[src/rtl/led_arb_pkg.sv]
// Shared definitions for the LED flash arbiter: FSM state encoding and default field width.
package led_arb_pkg;

   typedef enum logic [1:0] {
      S_IDLE = 2'd0,
      S_ON   = 2'd1,
      S_OFF  = 2'd2,
      S_GAP  = 2'd3
   } state_t;

   localparam int COUNT_W_DEF = 4;

endpackage

[src/rtl/rr_arbiter.sv]
// Combinational round-robin pick: first set request at or above the pointer, wrapping around.
module rr_arbiter #(
   parameter int N_REQ = 4,
   parameter int OW    = (N_REQ > 1) ? $clog2(N_REQ) : 1
) (
   input  logic [N_REQ-1:0] req,
   input  logic [OW-1:0]    ptr,
   output logic [N_REQ-1:0] grant,
   output logic [OW-1:0]    winner,
   output logic             valid
);

   logic [OW-1:0] idx;

   always_comb begin
      grant  = '0;
      winner = '0;
      valid  = 1'b0;
      idx    = '0;
      for (int i = 0; i < N_REQ; i++) begin
         idx = OW'((int'(ptr) + i) % N_REQ);
         if (!valid && req[idx]) begin
            valid       = 1'b1;
            grant[idx]  = 1'b1;
            winner      = idx;
         end
      end
   end

endmodule

[src/rtl/led_flash_arbiter.sv]
// Shares one LED among N_REQ requesters: round-robin grant, N-blink playback, idle gap between owners.
//   state  | meaning
//   S_IDLE | waiting for any request
//   S_ON   | LED lit for one half-period
//   S_OFF  | LED dark for one half-period
//   S_GAP  | LED dark, separation before the next owner
module led_flash_arbiter
   import led_arb_pkg::*;
#(
   parameter int N_REQ       = 4,
   parameter int HALF_PERIOD = 50_000_000,
   parameter int COUNT_W     = COUNT_W_DEF,
   parameter int OW          = (N_REQ > 1) ? $clog2(N_REQ) : 1
) (
   input  logic                       clk,
   input  logic                       rst,
   input  logic [N_REQ-1:0]           req,
   input  logic [N_REQ*COUNT_W-1:0]   count,
   output logic [N_REQ-1:0]           ack,
   output logic [N_REQ-1:0]           done,
   output logic [OW-1:0]              owner,
   output logic                       busy,
   output logic                       led
);

   localparam int TW = $clog2(2 * HALF_PERIOD);
   localparam logic [TW-1:0] HALF_LOAD = TW'(HALF_PERIOD - 1);
   localparam logic [TW-1:0] GAP_LOAD  = TW'(2 * HALF_PERIOD - 1);

   state_t               state_q, state_d;
   logic [TW-1:0]        timer_q, timer_d;
   logic [COUNT_W-1:0]   rem_q, rem_d;
   logic [OW-1:0]        ptr_q, ptr_d;
   logic [OW-1:0]        owner_q, owner_d;
   logic [N_REQ-1:0]     ack_q, ack_d;
   logic [N_REQ-1:0]     done_q, done_d;
   logic                 busy_q, busy_d;
   logic                 led_q, led_d;

   logic [N_REQ-1:0]     grant;
   logic [OW-1:0]        winner;
   logic                 any_req;
   logic [COUNT_W-1:0]   cnt_sel;

   rr_arbiter #(.N_REQ(N_REQ), .OW(OW)) u_rr (
      .req    (req),
      .ptr    (ptr_q),
      .grant  (grant),
      .winner (winner),
      .valid  (any_req)
   );

   assign cnt_sel = count[int'(winner)*COUNT_W +: COUNT_W];

   always_ff @(posedge clk or posedge rst) begin
      if (rst) begin
         state_q <= S_IDLE;
         timer_q <= '0;
         rem_q   <= '0;
         ptr_q   <= '0;
         owner_q <= '0;
         ack_q   <= '0;
         done_q  <= '0;
         busy_q  <= 1'b0;
         led_q   <= 1'b0;
      end else begin
         state_q <= state_d;
         timer_q <= timer_d;
         rem_q   <= rem_d;
         ptr_q   <= ptr_d;
         owner_q <= owner_d;
         ack_q   <= ack_d;
         done_q  <= done_d;
         busy_q  <= busy_d;
         led_q   <= led_d;
      end
   end

   always_comb begin
      state_d = state_q;
      timer_d = timer_q;
      rem_d   = rem_q;
      ptr_d   = ptr_q;
      owner_d = owner_q;
      ack_d   = '0;
      done_d  = '0;
      busy_d  = busy_q;
      led_d   = 1'b0;
      case (state_q)
         S_IDLE: begin
            if (any_req) begin
               ack_d   = grant;
               owner_d = winner;
               busy_d  = 1'b1;
               rem_d   = cnt_sel;
               ptr_d   = (winner == OW'(N_REQ - 1)) ? '0 : winner + OW'(1);
               if (cnt_sel != '0) begin
                  state_d = S_ON;
                  timer_d = HALF_LOAD;
                  led_d   = 1'b1;
               end else begin
                  // Zero-blink request completes immediately but still pays the gap.
                  state_d = S_GAP;
                  timer_d = GAP_LOAD;
                  done_d  = grant;
               end
            end
         end
         S_ON: begin
            if (timer_q == '0) begin
               state_d = S_OFF;
               timer_d = HALF_LOAD;
            end else begin
               timer_d = timer_q - TW'(1);
               led_d   = 1'b1;
            end
         end
         S_OFF: begin
            if (timer_q == '0) begin
               rem_d = rem_q - COUNT_W'(1);
               if (rem_q != COUNT_W'(1)) begin
                  state_d = S_ON;
                  timer_d = HALF_LOAD;
                  led_d   = 1'b1;
               end else begin
                  state_d = S_GAP;
                  timer_d = GAP_LOAD;
                  done_d  = N_REQ'(1) << owner_q;
               end
            end else begin
               timer_d = timer_q - TW'(1);
            end
         end
         S_GAP: begin
            if (timer_q == '0) begin
               state_d = S_IDLE;
               busy_d  = 1'b0;
            end else begin
               timer_d = timer_q - TW'(1);
            end
         end
         default: state_d = S_IDLE;
      endcase
   end

   assign ack   = ack_q;
   assign done  = done_q;
   assign owner = owner_q;
   assign busy  = busy_q;
   assign led   = led_q;

endmodule

[config.mk]
export PLATFORM = sky130hd
export DESIGN_NAME = led_flash_arbiter
export DESIGN_NICKNAME = d
export VERILOG_FILES = /design/src/rtl/led_arb_pkg.sv /design/src/rtl/rr_arbiter.sv /design/src/rtl/led_flash_arbiter.sv
export SDC_FILE = /design/constraint.sdc
export NUM_CORES = 1
export LEC_CHECK = 0
export ABC_CLOCK_PERIOD_IN_PS = 6000
export BUFFER_PORTS_ARGS = -buffer_cell sky130_fd_sc_hd__buf_2
export CORE_MARGIN = 2
export CORE_UTILIZATION = 64
export CTS_BUF_LIST = sky130_fd_sc_hd__clkbuf_16
export CTS_CLUSTER_DIAMETER = 80
export CTS_CLUSTER_SIZE = 8
export DETAILED_ROUTE_END_ITERATION = 7
export PLACE_DENSITY = 0.88
export SYNTH_ARGS = -nofsm -noshare
export SYNTH_HDL_FRONTEND = slang
export SYNTH_HIERARCHICAL = 1
export SYNTH_SLANG_ARGS = --single-unit
[constraint.sdc]
create_clock -name clk -period 6 [get_ports clk]
set_input_delay 1.2 -clock clk [delete_from_list [all_inputs] [get_ports clk]]
set_output_delay 1.2 -clock clk [all_outputs]
set_load 0.005 [all_outputs]
### Word-level counts from Yosys, hierarchy flattened

Index checks and enable logic that the tools add are counted.
Widths: inputs -> output; s select.

* register bits after elaboration: 47
* logic and storage cells: 120

* reduce and logical (&&, ||, !) cells: 20
* $lt $le $gt $ge: 8
* shift-type cells: 2
* multiplexer cells: 62
* equal/unequal tests: 10
* add/sub/neg operators: 6
* bitwise gates (word level): 3

Operator list (count)
* $mux 27: 6
* $pmux 27 s4: 1
* $mux 4: 12
* $logic_not 27->1: 1
* $sub 27x1->27 const B: 1
* $mux 2: 11
* $mux 1: 19
* $pmux 4 s2: 2
* $shiftx 16x5->4: 1
* $lt 2x3->1 const B: 4
* $or 4x4->4: 3
* $ne 2x2->1 const B: 5
* $bmux 1 s2: 4
* $demux 1 s2: 4
* $ge 2x1->1 const B: 4
* $pmux 2 s4: 1
* $logic_and 1x1->1: 7
* $eq 2x2->1 const B: 3
* $reduce_and 3->1: 2
* $add 2x1->2 const B: 2
* $add 2x2->2 const B: 2
* $ne 4x1->1 const B: 1
* $reduce_and 2->1: 2
* $reduce_and 4->1: 1
* 9 further kinds: 12

### Longest topological paths before layout

* depth in word-level cells: 17
* gate-level depth with buffers: 15

### Cells and area by module

Netlist, hierarchy kept.

Modules (own cells, without submodules)
* led_flash_arbiter: cells each 281, seq. area each 1176.1 sq um, instances 1, area each 2685.1 sq um
* rr_arbiter: cells each 45, seq. area each 0.0 sq um, instances 1, area each 419.2 sq um

### Worst setup path after synthesis

No wires, ideal clock.

* path kind: input-to-reg
* start point: in req[2]
* end point: reg timer_q[25]
* stages: 12
* setup time: 0.121 ns
* data required time: 5.879 ns
* data arrival time: 4.016 ns
* setup slack: 1.863 ns
* buffers on the path: 2
* path through: mux4_2 buf_6 and2b_2 o21ai_0 o31ai_1 buf_2 mux4_2 nor4_4 nand2_1 o211ai_1 a31oi_1 o22a_1

* cells in the longest elaborated chain, start to end: 17
* elaborated cells between the ends (all ways): 29
* classes of those cells: eq/ne: 1; shift: 1; mux: 19; reduce/logical: 8

Ends and longest elaborated chain
* start, declared: line led_flash_arbiter.sv:17 `input logic [N_REQ-1:0] req,`
* $bmux 1 s2: line rr_arbiter.sv:22 `if (!valid && req[idx]) begin`
* $mux 1 (implied by the code): line rr_arbiter.sv:22
* $mux 1: line rr_arbiter.sv:22
* $logic_not 1->1: line rr_arbiter.sv:22
* $logic_and 1x1->1: line rr_arbiter.sv:22
* $mux 1: line rr_arbiter.sv:22
* $logic_not 1->1: line rr_arbiter.sv:22
* $logic_and 1x1->1: line rr_arbiter.sv:22
* [2 not listed]
* $logic_and 1x1->1: line rr_arbiter.sv:22
* $mux 2 (*): line rr_arbiter.sv:22
* named net winner[0]: line led_flash_arbiter.sv:41 `logic [OW-1:0] winner;`
* $shiftx 16x5->4 (*): line led_flash_arbiter.sv:53 `assign cnt_sel = count[int'(winner)*COUNT_W +: COUNT_W];`
* $reduce_bool 4->1 (*): line led_flash_arbiter.sv:97 `if (cnt_sel != '0) begin`
* $mux 27 (*): line led_flash_arbiter.sv:97
* $mux 27 (*): line led_flash_arbiter.sv:91 `if (any_req) begin`
* $pmux 27 s4 (*): line led_flash_arbiter.sv:89 `case (state_q)`
* end signal, assigned: line led_flash_arbiter.sv:68 `timer_q <= timer_d;`
* end, declared: line led_flash_arbiter.sv:31 `logic [TW-1:0] timer_q, timer_d;`

The timed path passes the listed nets; every way through them passes the cells marked *. The select of a mux whose other input is x is not followed.
A chain may end at the register's enable or synchronous reset.

### Worst setup path after layout

* start point: in req[0]
* end point: reg timer_q[25]

The elaborated chain is that of the path after synthesis.

==> results by group <==
Timing
  • Max_slew headroom: 0.212
  • Total Negative Setup Slacks: 0 ns
  • Slew Limit Fails: 0
  • Clock skew: between 0.007 and 0.008 ns
  • Fin crit period: approximately 4.8 ns
  • Tightest Pin Transition: roughly 1.2 ns
  • Final Hold Viols: 0
  • Unrepaired setup endpoints after global routing: false
  • Final cycle utilization of the critical path: 0.792
  • Final setup fails: 0
  • Fmax: 210 MHz

Drt
  • DR DRC count: 0
  • Via density per instance: 6.76
  • Via count: 2770
  • Post-route ant nets: 0
  • Total Wirelength: 6910 um
  • DR iter-0 viols: about 360
  • Detailed Routing Iterations Pass 1: 6
  • WL per Instance: roughly 17 um

Global route
  • Most Crowded Layer GR: met2
  • Initial antenna violation count: 0
  • First-pass GRT wire length: 11800 um
  • Vias in the first global route: 2570
  • Largest net degree at the start of global routing: 48
  • Met1 usage: 0.379
  • Overflow after GRT: 0
  • Met2 Use GR: 0.448
  • Grt met3 use: 0.0535
  • GRT Overall Usage: 0.278

Critical path
  • Required @ worst endpoint: 6.18 ns
  • CP top delay family: multiplexers
  • Sum of buffers and inverters on the critical path: 2
  • Critical path startpoint category: input port
  • Crit path arrival time: 4.93 ns
  • Levels on crit path: 11
  • CP max stage delay: 0.94 ns
  • Reg2reg end: timer_q[25]
  • R2R cell count: 11
  • Most used cell, CP: nand2_1
  • CP Capture Type: register
  • Slowest cell on the critical path: o31ai_1
  • Crit Path Max Fanout: 8
  • Critical Path, Cell by Cell: buf_2 > mux4_1 > inv_1 > a21oi_1 > o31ai_1 > mux4_2 > nor4_4 > nand2_1 > nand2_1 > nand2_1 > o22a_1
  • R2R Setup Slk: 1.38 ns
  • FF-to-FF Start: ptr_q[0]
  • Critical path class: in2reg

Finish
  • Layout area overhead: 11.0%
  • Fin area: 0.00345 mm2
  • Antenna cells: 0
  • Proportion of layout cells with a drive suffix above 1: 0.199
  • Fin nets: 387

Hold path
  • Worst min-delay path class: reg2reg
  • WHS Endpoint: done[1]
  • Beginning of the worst hold path: owner[1]
  • Hold path depth: 1

Clocking
  • Clock Sinks: 47
  • Skew-Pair Late Insertion Delay: 0.29 ns
  • # H-tree levels: 2
  • Hold Buf Count CTS: 0
  • Setup Buffers After CTS: 0
  • Num CTS Buffers: 5
  • TritonCTS clock tree: built
  • CTS max path bufs: 2
  • Post-cts sizing count: 0
  • Clk slew on worst S/H paths: 0.07 ns
  • Root buf cell: clkbuf_16

Yosys
  • Syn Nets: 358
  • Synthesized cell area: roughly 0.0031 mm2
  • Seq cells post-synth: 47
  • Number of synthesized flops with an enable pin: 0
  • Synthesized area per cell: between 9 and 10 um2
  • Top FF cell, synth: dfrtp_1
  • Register area share after synthesis: 0.379
  • Cell variety after synth: 58
  • YS warnings: 6
  • Async S/R FF share, synth: 1.00
  • Synthesized instance count: 326

Floorplanning
  • Die area: between 0.005 and 0.006 mm2
  • Die Height: 73.6 um
  • I/O pin count: 34
  • Core area: 0.00469 mm2
  • Number of cell rows: 25
  • Die W: 73.6 um
  • Initial core utilization: 0.662

Power and ir drop
  • Peak supply drop: around 0.15 mV
  • Power per cell area: 194 mW/mm2
  • Lkg Pwr: 0.00135 uW

Job
  • Maxcap violations: 0

Place
  • Number of I/O port buffers: 33
  • Gpl congestion: about 0.90
  • Post-DP Area: 0.00328 mm2
  • HPWL after DPL: 4870 um

Status
  • Status: finished, final reports clean
-- registers in the layout, indices dropped and copies added, names as in the netlist --
signal and flops:
rem_q 4, done 4, ptr_q 2, led 1, ack 4, state_q 2
timer_q 27, busy 1, owner 2
-- layout by cell type, fill, tap and decap left out, types with 7 or more instances in the layout --
| cell | instances |
|---|---|
| ha_1 | 10 |
| nand2_1 | 30 |
| nor4_1 | 11 |
| o21ai_0 | 15 |
| nor3_1 | 14 |
| nand3_1 | 7 |
| xnor2_1 | 13 |
| nor2_1 | 26 |
| a21oi_1 | 15 |
| inv_1 | 15 |
| buf_2 | 33 |
| dfrtp_1 | 47 |
| a22oi_1 | 8 |
| o22a_1 | 8 |
-- report_power, final --
part           switching, uW  internal, uW
clock network            114           196
logic                   22.4          17.0
registers               1.72           318
total                    139           531
-- cells in the mapped netlist, types with 3 or more instances --
library cell | count | area [um2]
a21o_1 | 3 | 22.5
a21oi_1 | 15 | 75.1
a22oi_1 | 8 | 60.1
a31oi_1 | 5 | 31.3
and2_1 | 6 | 37.5
buf_2 | 5 | 25.0
clkbuf_1 | 4 | 15.0
dfrtp_1 | 47 | 1180
ha_1 | 10 | 125
inv_1 | 16 | 60.1
mux2_2 | 4 | 45.0
mux4_2 | 6 | 135
nand2_1 | 30 | 113
nand2b_1 | 3 | 18.8
nand3_1 | 7 | 35.0
nand4_1 | 4 | 25.0
nor2_1 | 26 | 97.6
nor3_1 | 14 | 70.1
nor3b_1 | 3 | 22.5
nor4_1 | 11 | 68.8
o211ai_1 | 5 | 37.5
o21ai_0 | 15 | 75.1
o21bai_1 | 4 | 30.0
o22a_1 | 8 | 70.1
o31ai_1 | 5 | 37.5
or3_1 | 6 | 37.5
or4_1 | 3 | 22.5
xnor2_1 | 13 | 114
-- cell families after synthesis --
family,after synthesis,share of synthesized area
and+or+nand+nor,132,0.240
muxes,13,0.0782
xor gates and xnor gates,14,0.0395
DFF,47,0.379
AOI/OAI and AO/OA,82,0.183
adders and majority gates,10,0.0403
buffers and inverters,28,0.0407
-- routing by layer --
metal / vias to the layer above / routed length, um / part of all wire
li1: 1279 / - / -
met1: 1348 / 3000 / 0.43
met2: 129 / 3390 / 0.49
met3: 14 / 414 / 0.060
met4: 0 / 108 / 0.016
met5: - / 0 / 0
-- stage by stage --
step           worst slack, ns   util  hold WS (ns)  power, uW  std cells
2_1_floorplan             1.86      -         0.480        353        326
3_3_place_gp              1.11  0.699         0.496        363        402
3_5_place_dp             0.963  0.699         0.503        365        402
4_1_cts                   1.26  0.735         0.511        673        410
5_1_grt                   1.03  0.735         0.548        693        410
6_report                  1.25  0.735         0.519        669        410
-- worst max path at each step --
stage,startpoint,endpoint
finish,req[0],timer_q[25]
global route,req[0],timer_q[25]
CTS,req[0],timer_q[25]
detailed placement,req[0],timer_q[25]
global placement,req[0],timer_q[25]
floorplan,req[2],timer_q[25]
-- area by class of cell --
class	instances	area [um2]
Tap cell	54	67.6
Timing Repair Buffer	34	173
Multi-Input combinational cell	251	1800
Clock buffer	5	125
Clock inverter	3	43.8
Fill cell	308	1240
Sequential cell	47	1180
Inverter	16	60.1
No activity file was read; power rests on OpenSTA's default activity.
